==> src/rtl/cp0_unit.sv <==
// Coprocessor-0 register file (SR, Cause, EPC, PRId) with the exception/interrupt
// arbiter for the M stage of the pipelined MIPS core.
module cp0_unit #(
    parameter logic [31:0] PRID_VALUE = 32'h1900_0808
) (
    input  logic        clk,
    input  logic        reset,
    input  logic [4:0]  A1,
    input  logic [4:0]  A2,
    input  logic [31:0] DIn,
    input  logic        We,
    input  logic [31:0] PC,
    input  logic        BD,
    input  logic [4:0]  ExcCodeIn,
    input  logic        EXLClr,
    input  logic [5:0]  HWInt,
    output logic        IntReq,
    output logic [31:0] EPCOut,
    output logic [31:0] DOut
);

    localparam logic [4:0] REG_SR    = 5'd12;
    localparam logic [4:0] REG_CAUSE = 5'd13;
    localparam logic [4:0] REG_EPC   = 5'd14;
    localparam logic [4:0] REG_PRID  = 5'd15;

    logic [5:0]  im_q, im_d;
    logic        exl_q, exl_d;
    logic        ie_q, ie_d;
    logic        bd_q, bd_d;
    logic [5:0]  ip_q, ip_d;
    logic [4:0]  exccode_q, exccode_d;
    logic [31:0] epc_q, epc_d;

    logic        int_pend;
    logic        exc_pend;
    logic [31:0] pc_aligned;
    logic [31:0] epc_exc;
    logic [31:0] sr_word;
    logic [31:0] cause_word;

    assign int_pend   = (|(HWInt & im_q)) & ie_q & ~exl_q;
    assign exc_pend   = (ExcCodeIn != 5'd0) & ~exl_q;
    assign IntReq     = int_pend | exc_pend;

    // A delay-slot instruction restarts at its branch, one word earlier.
    assign pc_aligned = PC & 32'hFFFF_FFFC;
    assign epc_exc    = BD ? (pc_aligned - 32'd4) : pc_aligned;

    always_comb begin
        im_d      = im_q;
        exl_d     = exl_q;
        ie_d      = ie_q;
        bd_d      = bd_q;
        ip_d      = HWInt;
        exccode_d = exccode_q;
        epc_d     = epc_q;
        if (IntReq) begin
            // Taking the exception swallows any MTC0 sitting in M.
            exl_d     = 1'b1;
            bd_d      = BD;
            exccode_d = int_pend ? 5'd0 : ExcCodeIn;
            epc_d     = epc_exc;
        end else begin
            if (EXLClr) begin
                exl_d = 1'b0;
            end
            if (We) begin
                case (A2)
                    REG_SR: begin
                        im_d  = DIn[15:10];
                        exl_d = DIn[1];
                        ie_d  = DIn[0];
                    end
                    REG_EPC: epc_d = DIn;
                    default: ;
                endcase
            end
        end
    end

    always_ff @(posedge clk) begin
        if (reset) begin
            im_q      <= '0;
            exl_q     <= 1'b0;
            ie_q      <= 1'b0;
            bd_q      <= 1'b0;
            ip_q      <= '0;
            exccode_q <= '0;
            epc_q     <= '0;
        end else begin
            im_q      <= im_d;
            exl_q     <= exl_d;
            ie_q      <= ie_d;
            bd_q      <= bd_d;
            ip_q      <= ip_d;
            exccode_q <= exccode_d;
            epc_q     <= epc_d;
        end
    end

    assign sr_word    = {16'd0, im_q, 8'd0, exl_q, ie_q};
    assign cause_word = {bd_q, 15'd0, ip_q, 3'd0, exccode_q, 2'd0};

    always_comb begin
        DOut = 32'd0;
        case (A1)
            REG_SR:    DOut = sr_word;
            REG_CAUSE: DOut = cause_word;
            REG_EPC:   DOut = epc_q;
            REG_PRID:  DOut = PRID_VALUE;
            default:   DOut = 32'd0;
        endcase
    end

    // Bypass so an ERET directly behind an MTC0 EPC sees the new address.
    assign EPCOut = (We && (A2 == REG_EPC)) ? DIn : epc_q;

endmodule

==> config.mk <==
export PLATFORM = sky130hd
export DESIGN_NAME = cp0_unit
export DESIGN_NICKNAME = d
export VERILOG_FILES = /design/src/rtl/cp0_unit.sv
export SDC_FILE = /design/constraint.sdc
export NUM_CORES = 1
export LEC_CHECK = 0
export ABC_AREA = 0
export BUFFER_PORTS_ARGS = -buffer_cell sky130_fd_sc_hd__buf_2
export CORE_MARGIN = 2
export CORE_UTILIZATION = 54
export CTS_BUF_LIST = sky130_fd_sc_hd__clkbuf_8
export CTS_CLUSTER_DIAMETER = 80
export DETAILED_ROUTE_END_ITERATION = 8
export PLACE_DENSITY_LB_ADDON = 0.12
export SYNTH_ARGS = -nofsm -noshare
export SYNTH_HDL_FRONTEND = slang
export SYNTH_SLANG_ARGS = --single-unit
==> constraint.sdc <==
create_clock -name clk -period 6 [get_ports clk]
set_input_delay 1.2 -clock clk [delete_from_list [all_inputs] [get_ports clk]]
set_output_delay 1.2 -clock clk [all_outputs]
set_load 0.1 [all_outputs]
-- Word level (Yosys, flattened, before mapping)
Cells that the tools add are included.
Widths: inputs -> output; s select.
- register bits after elaboration: 52
- bits in latches: 0
- RAM bits: 0
- memory bits (read-only): 0
- input port bits: 90
- output and inout port bits: 65
- word-level logic and storage cells: 39
- memories kept: 0
- add/subtract/negate cells: 1
- $mul: 0
- divide/modulo/power cells: 0
- magnitude comparators: 0
- eq/ne operators: 6
- shifts and indexed selects: 0
- mux-type cells: 11
- bitwise gates (word level): 7
- reduce and logical (&&, ||, !) cells: 7
- operators by type and width (cell ; count):
    $mux 32 ; 5
    $pmux 32 s4 ; 1
    $sub 32x3->32 const B ; 1
    $eq 5x4->1 const B ; 6
    $and 6x6->6 ; 1
    $reduce_or 6->1 ; 1
    $mux 5 ; 1
    $reduce_bool 5->1 ; 1
    $mux 1 ; 4
    $reduce_bool 2->1 ; 2
    $and 1x1->1 ; 3
    $reduce_and 3->1 ; 1
    $not 1->1 ; 2
    $reduce_and 2->1 ; 1
    $logic_and 1x1->1 ; 1
    $or 1x1->1 ; 1

-- Logic depth before layout (Yosys ltp)
Gate-level depths: netlist of run 1.
- word-level depth: 7
- gate-level depth with buffers: 7
- mapped depth without buffers: 6

-- Worst setup path before layout of run 1
OpenSTA, ideal clock, no wires.
- path kind: input port to output port
- from: in A1[0]
- to: out DOut[11]
- data arrival time: 3.993 ns
- required time: 4.800 ns
- path slack: 0.807 ns
- stages on the path: 4
- buffers on the path: 2
- cells stage by stage: clkbuf_1 buf_1 a211oi_1 nor3_1
- word-level cells in the longest chain between the ends: 2
- elaborated cells on any way between the ends: 5
- classes of those cells: eq/ne (4); mux (1)
- RTL lines (element ; line ; text):
    start, declared ; 8 ; input logic [4:0] A1,
    $eq 5x4->1 ; 107 ; case (A1)
    $pmux 32 s4 (*) ; 107 ;
    end, declared ; 19 ; output logic [31:0] DOut
Mark *: on every way between the ends. The rest lies on a longest branch, timed or not.

-- Worst setup path after layout of run 1
- from: in A1[4]
- to: out DOut[30]
Same word-level chain as after synthesis.

==> impl_metrics.env, run 1 <==
export IMPL_drt_total_wl_mm=11.9
export IMPL_critPathMaxFanout=16
export IMPL_synthTopCellsByArea="dfxtp_1 (28%), o31ai_1 (4.9%), a41o_1 (4.1%), mux2i_1 (4.1%), clkbuf_1 (3.9%)"
export IMPL_cts_resized=0
export IMPL_drc=0
export IMPL_vias_per_cell=6.37
export IMPL_grt_pass1_vias=3802
export IMPL_r2r_start="im_q[1]$_SDFFE_PP0P_"
export IMPL_netlist_area_leader_share=0.284
export IMPL_rr_endpoint="im_q[4]$_SDFFE_PP0P_"
export IMPL_crit_path_start_kind="input port"
export IMPL_gp_congestion=0.962
export IMPL_placed_area_sq_um=4430
export IMPL_cts_tree="yes"
export IMPL_ys_async_sr_fraction=0
export IMPL_drt_iter0_markers=387
export IMPL_grt_ovfl_total=0
export IMPL_syn_avg_cell_area_sq_um=7.89
export IMPL_nets=679
export IMPL_antenna_found_initial=0
export IMPL_worstRegToRegCells=4
export IMPL_period_share=0.773
export IMPL_grt_max_degree=40
export IMPL_die_area_sq_um=7470
export IMPL_critPathKind="input port to primary output"
export IMPL_via_count=4259
export IMPL_initial_core_util=0.549
export IMPL_ir_drop_mv=0.0929
export IMPL_finalHoldViolCount=0
export IMPL_drt_first_pass_iters=6
export IMPL_postCtsSetupBuffers=0
export IMPL_grt_pass1_wl_mm=18.7
export IMPL_slew_headroom=0.312
export IMPL_synth_ff_type="dfxtp_1"
export IMPL_worst_r2r_setup_slack_ns=3.76
export IMPL_slew_viol_final=0
export IMPL_p_leak_uw=0.00205
export IMPL_clk_path_buf_depth=2
export IMPL_area_delta_synth_final_pct=23.2
export IMPL_synth_nets=556
export IMPL_clock_root_buffer="clkbuf_8"
export IMPL_run_status="finished, final reports clean"
export IMPL_finalSetupViolCount=0
export IMPL_hold_start="exccode_q[0]$_SDFFE_PP0N_"
export IMPL_grt_usage=0.311
export IMPL_grt_setup_unrepaired="no"
export IMPL_tns_ns=0
export IMPL_whs_endpoint="exccode_q[0]$_SDFFE_PP0N_"
export IMPL_synth_edf_count=0
export IMPL_max_freq_mhz=216
export IMPL_fp_dieW_microns=86.4
export IMPL_antenna_cells=0
export IMPL_worstMarginPinSlew_ns=1.03
export IMPL_cts_buffers=5
export IMPL_netlist_instances=465
export IMPL_synthDistinctLibCells=49
export IMPL_finalPower_uw=965
export IMPL_max_cap_violations=0
export IMPL_clock_skew_ns=0.00430
export IMPL_routedWlPerCell_microns=17.8
export IMPL_cts_htree_levels=2
export IMPL_yosysWarnings=0
export IMPL_clock_sinks=52
export IMPL_yosys_register_bits=52
export IMPL_postLayoutCellArea_sq_um=4520
export IMPL_yosysMostFrequentCell="dfxtp_1"
export IMPL_yosysTopAreaCell="dfxtp_1"
export IMPL_cp_required_ns=4.80
export IMPL_path_clk_slew_ns=0.09
export IMPL_ys_top_cells_by_count="dfxtp_1 (52), clkbuf_1 (38), nand2_1 (37)"
export IMPL_clk_latency_ns=0.30
export IMPL_period_minus_slack_ns=4.64
export IMPL_holdWs_ns=0.471
export IMPL_min_path_type="register to register"
export IMPL_synth_cell_area_sq_um=3670
export IMPL_power_per_cell_area_nw_per_um2=214
export IMPL_core_area_sq_um=6680
export IMPL_portBuffers=152
export IMPL_ys_seq_area_frac=0.284
export IMPL_hpwl_mm=8.83
export IMPL_drive_gt1_frac=0.323
export IMPL_setup_worst_path_end_class="primary output"
export IMPL_cp_arrival_ns=3.44
export IMPL_ant_nets=0
export IMPL_cts_hold_buffers=0
export IMPL_die_h_microns=86.4
export IMPL_num_rows=30
export IMPL_io_pins=155
export IMPL_worst_hold_path_num_cells=2
## critical path, cell delays in order
cell and delay (ns):
buf_2 0.09, nand3b_1 0.55, nor2_1 0.89, and2_1 0.26, buf_2 0.43
## report_power, final
part	switching (uW)	internal [uW]	leakage, uW	total, uW
registers	14.9	370	0.000431	385
clock network	113	91.1	0.0000538	204
logic	283	92.8	0.00156	376
total	411	554	0.00205	965
## cell usage in the layout (no fill, tap or decap), types with 3 or more instances in the layout
master    synthesis  layout
a211oi_1          7       7
a21oi_1          13      13
a22o_1            3       3
a22oi_1           5       5
a31oi_1          16      16
a41o_1           15      15
and2_1           15      15
buf_2             1     152
buf_4             1       7
clkbuf_8          0       6
dfxtp_1          52      52
inv_1             6       8
mux2_2            9       9
mux2i_1          15      15
nand2_1          37      37
nand3_1          15      15
nand4_1          19      19
nand4b_1          3       3
nor2_1           29      29
nor2b_1           9       9
nor3_1            9       9
nor4_1           15      15
nor4b_1           8       8
o211a_1           7       7
o21ai_0          14      14
o31a_1            8       8
o31ai_1          24      24
o41ai_1           4       4
or2_2            12      12
or3_1            12      12
or4_1            10      10
xnor2_1           7       7
xor2_1            3       3
## registers in the layout, indices dropped and copies added (netlist names)
register,count
ip_q,6
epc_q,32
ie_q,1
exl_q,1
bd_q,1
im_q,6
exccode_q,5
## per-stage QoR
step	instances	utilization	setup WS, ns
floorplan	465	-	0.807
global placement	661	0.663	1.45
detailed placement	661	0.663	1.39
CTS	669	0.676	1.38
global route	669	0.676	1.21
finish	669	0.676	1.36
## how the worst max path moves through the flow
stage	start	to	depth (start not counted)
global placement	A1[4]	DOut[30]	5
finish	A1[4]	DOut[30]	5
detailed placement	A1[4]	DOut[16]	5
floorplan	A1[0]	DOut[11]	4
global route	A1[4]	DOut[30]	5
CTS	A1[4]	DOut[16]	5
## metal layers
layer,track usage,vias up,routed length (microns)
met3,0.0448,25,1000
met2,0.497,210,5570
li1,-,2036,-
met1,0.437,1988,5070
met4,0.0923,0,252
met5,0,-,0
## logic make-up (layout without fill, tap and decap cells)
| group | after synthesis | in the layout | share of synthesized area |
|---|---|---|---|
| DFF | 52 | 52 | 0.284 |
| AOI/OAI and AO/OA | 123 | 123 | 0.250 |
| adders and majority gates | 1 | 1 | 0.00341 |
| buffers and inverters | 49 | 173 | 0.0515 |
| xor gates and xnor gates | 10 | 10 | 0.0239 |
| muxes | 24 | 24 | 0.0686 |
| and+or+nand+nor | 206 | 206 | 0.319 |
## layout make-up
class	instances	area, sq um
Clock buffer	6	82.6
Clock inverter	2	7.51
Fill cell	589	2160
Inverter	6	22.5
Multi-Input combinational cell	364	2450
Sequential cell	52	1040
Tap cell	80	100
Timing Repair Buffer	159	813
(Power assumes the default switching activity.)
==> inputs of run 2 (changes only) <==
Settings changed: CORE_UTILIZATION 54 to 50.
Clock period 6 ns to 4.7 ns, I/O delays scaled along.
==> run 2 against run 1 <==
Effect of this change:
- clock-buffer cell count unchanged
- first-iteration DRC count decreased by 25%
- sequential share of layout area decreased by 0.16 points
- global-route usage decreased by 2.1 points
- via count decreased by 0.12%
- combinational power increased by 28%
- critical path type unchanged
==> impl_metrics.env, run 2 (synthesis results as in run 1) <==
export IMPL_finalHoldViolCount=0
export IMPL_clock_root_buffer="clkbuf_8"
export IMPL_grt_max_degree=40
export IMPL_critPathKind="input port to primary output"
export IMPL_initial_core_util=0.511
export IMPL_crit_top_cell="buf_2"
export IMPL_crit_path_start_kind="input port"
export IMPL_tns_ns=0
export IMPL_cts_hold_buffers=0
export IMPL_largest_register="epc_q"
export IMPL_cts_resized=0
export IMPL_core_area_sq_um=7180
export IMPL_die_h_microns=89.6
export IMPL_min_path_type="register to register"
export IMPL_slew_viol_final=0
export IMPL_p_leak_uw=0.00205
export IMPL_fin_util=0.634
export IMPL_grt_usage=0.291
export IMPL_clk_latency_ns=0.31
export IMPL_antenna_found_initial=0
export IMPL_antenna_cells=0
export IMPL_drc=0
export IMPL_gp_congestion=0.909
export IMPL_grt_setup_unrepaired="no"
export IMPL_path_clk_slew_ns=0.09
export IMPL_max_cap_violations=0
export IMPL_cts_tree="yes"
export IMPL_critPathMaxFanout=32
export IMPL_drt_first_pass_iters=5
export IMPL_cts_htree_levels=2
export IMPL_io_pins=155
export IMPL_fp_dieW_microns=89.6
export IMPL_nets=680
export IMPL_largest_reg_flops=32
export IMPL_seqCellArea_sq_um=1040
export IMPL_cts_buffers=5
export IMPL_finalSetupViolCount=0
export IMPL_cp_slowest_stage_delay_ns=0.47
export IMPL_cp_cell_sequence="buf_2 -> nor4bb_2 -> buf_4 -> nand3_1 -> mux2_2 -> buf_2"
export IMPL_holdWs_ns=0.466
export IMPL_drt_total_wl_mm=12.2
export IMPL_grt_pass1_wl_mm=18.1
export IMPL_multiInputGateArea_sq_um=2450
export IMPL_setup_worst_path_end_class="primary output"
export IMPL_run_status="finished, final reports clean"
export IMPL_area_delta_synth_final_pct=24.1
export IMPL_top_regs="epc_q (32), im_q (6), ip_q (6)"
export IMPL_grt_ovfl_total=0
export IMPL_worst_path_dominant_cell_family="buffers and inverters"
export IMPL_ant_nets=0
export IMPL_num_rows=31
export IMPL_drive_gt1_frac=0.324
export IMPL_period_share=0.871
export IMPL_vias_per_cell=6.17
export IMPL_clock_skew_ns=0.00632
export IMPL_portBuffers=152
export IMPL_final_cell_mix="buf_2 (152), dfxtp_1 (52), nand2_1 (37)"
export IMPL_ir_drop_mv=0.131
export IMPL_worstMarginPinSlew_ns=1.06
export IMPL_max_freq_mhz=244
export IMPL_mostFrequentLayoutCell="buf_2"
export IMPL_die_area_sq_um=8040
export IMPL_critical_path_slowest_cell="nand3_1"
export IMPL_clk_path_buf_depth=2
export IMPL_grt_pass1_vias=3589
export IMPL_routedWlPerCell_microns=17.6
export IMPL_fillers=658
export IMPL_cp_required_ns=3.76
export IMPL_power_per_cell_area_nw_per_um2=272
export IMPL_cp_buffers_inverters=3
export IMPL_cp_arrival_ns=3.15
export IMPL_drt_iter0_markers=290
export IMPL_via_count=4254
export IMPL_clock_sinks=52
export IMPL_period_minus_slack_ns=4.09
export IMPL_hpwl_mm=9.04
export IMPL_postCtsSetupBuffers=0
export IMPL_slew_headroom=0.293
[run 2: per-stage QoR]
step	total power, uW	setup slack [ns]	cells	cell area (sq um)
after global placement	971	0.694	681	4460
after CTS	1230	0.647	689	4550
after detailed placement	977	0.654	681	4460
after global routing	1280	0.532	689	4550
after floorplan	859	0.0274	465	3670
final	1240	0.608	689	4550
[run 2: worst reg2reg max path, stage by stage (launching register included)]
cell	delay (ns)
dfxtp_1	0.34
a22o_1	0.26
o311a_1	0.58
nor3_2	0.72
mux2i_1	0.26
[run 2: cell type report]
cell class	instances	share of cell area
Multi-Input combinational cell	364	0.539
Sequential cell	52	0.229
Timing Repair Buffer	160	0.180
Tap cell	99	0.0272
Clock buffer	6	0.0182
Inverter	6	0.00495
Clock inverter	2	0.00165
[run 2: worst paths after layout]
check | startpoint | endpoint | slack [ns] | cells after the start
hold reg to reg | exccode_q[1]$_SDFFE_PP0N_ | exccode_q[1]$_SDFFE_PP0N_ | 0.47 | 2
setup / recovery | A2[0] | EPCOut[12] | 0.61 | 6
setup reg to reg | im_q[1]$_SDFFE_PP0P_ | im_q[0]$_SDFFE_PP0P_ | 2.48 | 4
hold / removal | exccode_q[1]$_SDFFE_PP0N_ | exccode_q[1]$_SDFFE_PP0N_ | 0.47 | 2
[run 2: metal layers]
metal	part of all wire	vias up	track usage
met5	0	-	0
met4	0.021	0	0.0950
met3	0.076	19	0.0302
met2	0.46	209	0.449
met1	0.44	1980	0.424
li1	-	2046	-
[run 2: report_power, final]
group | switching, uW | internal [uW] | total [uW]
combinational | 362 | 119 | 481
sequential | 17.3 | 472 | 490
clock | 149 | 116 | 265
total | 529 | 708 | 1240
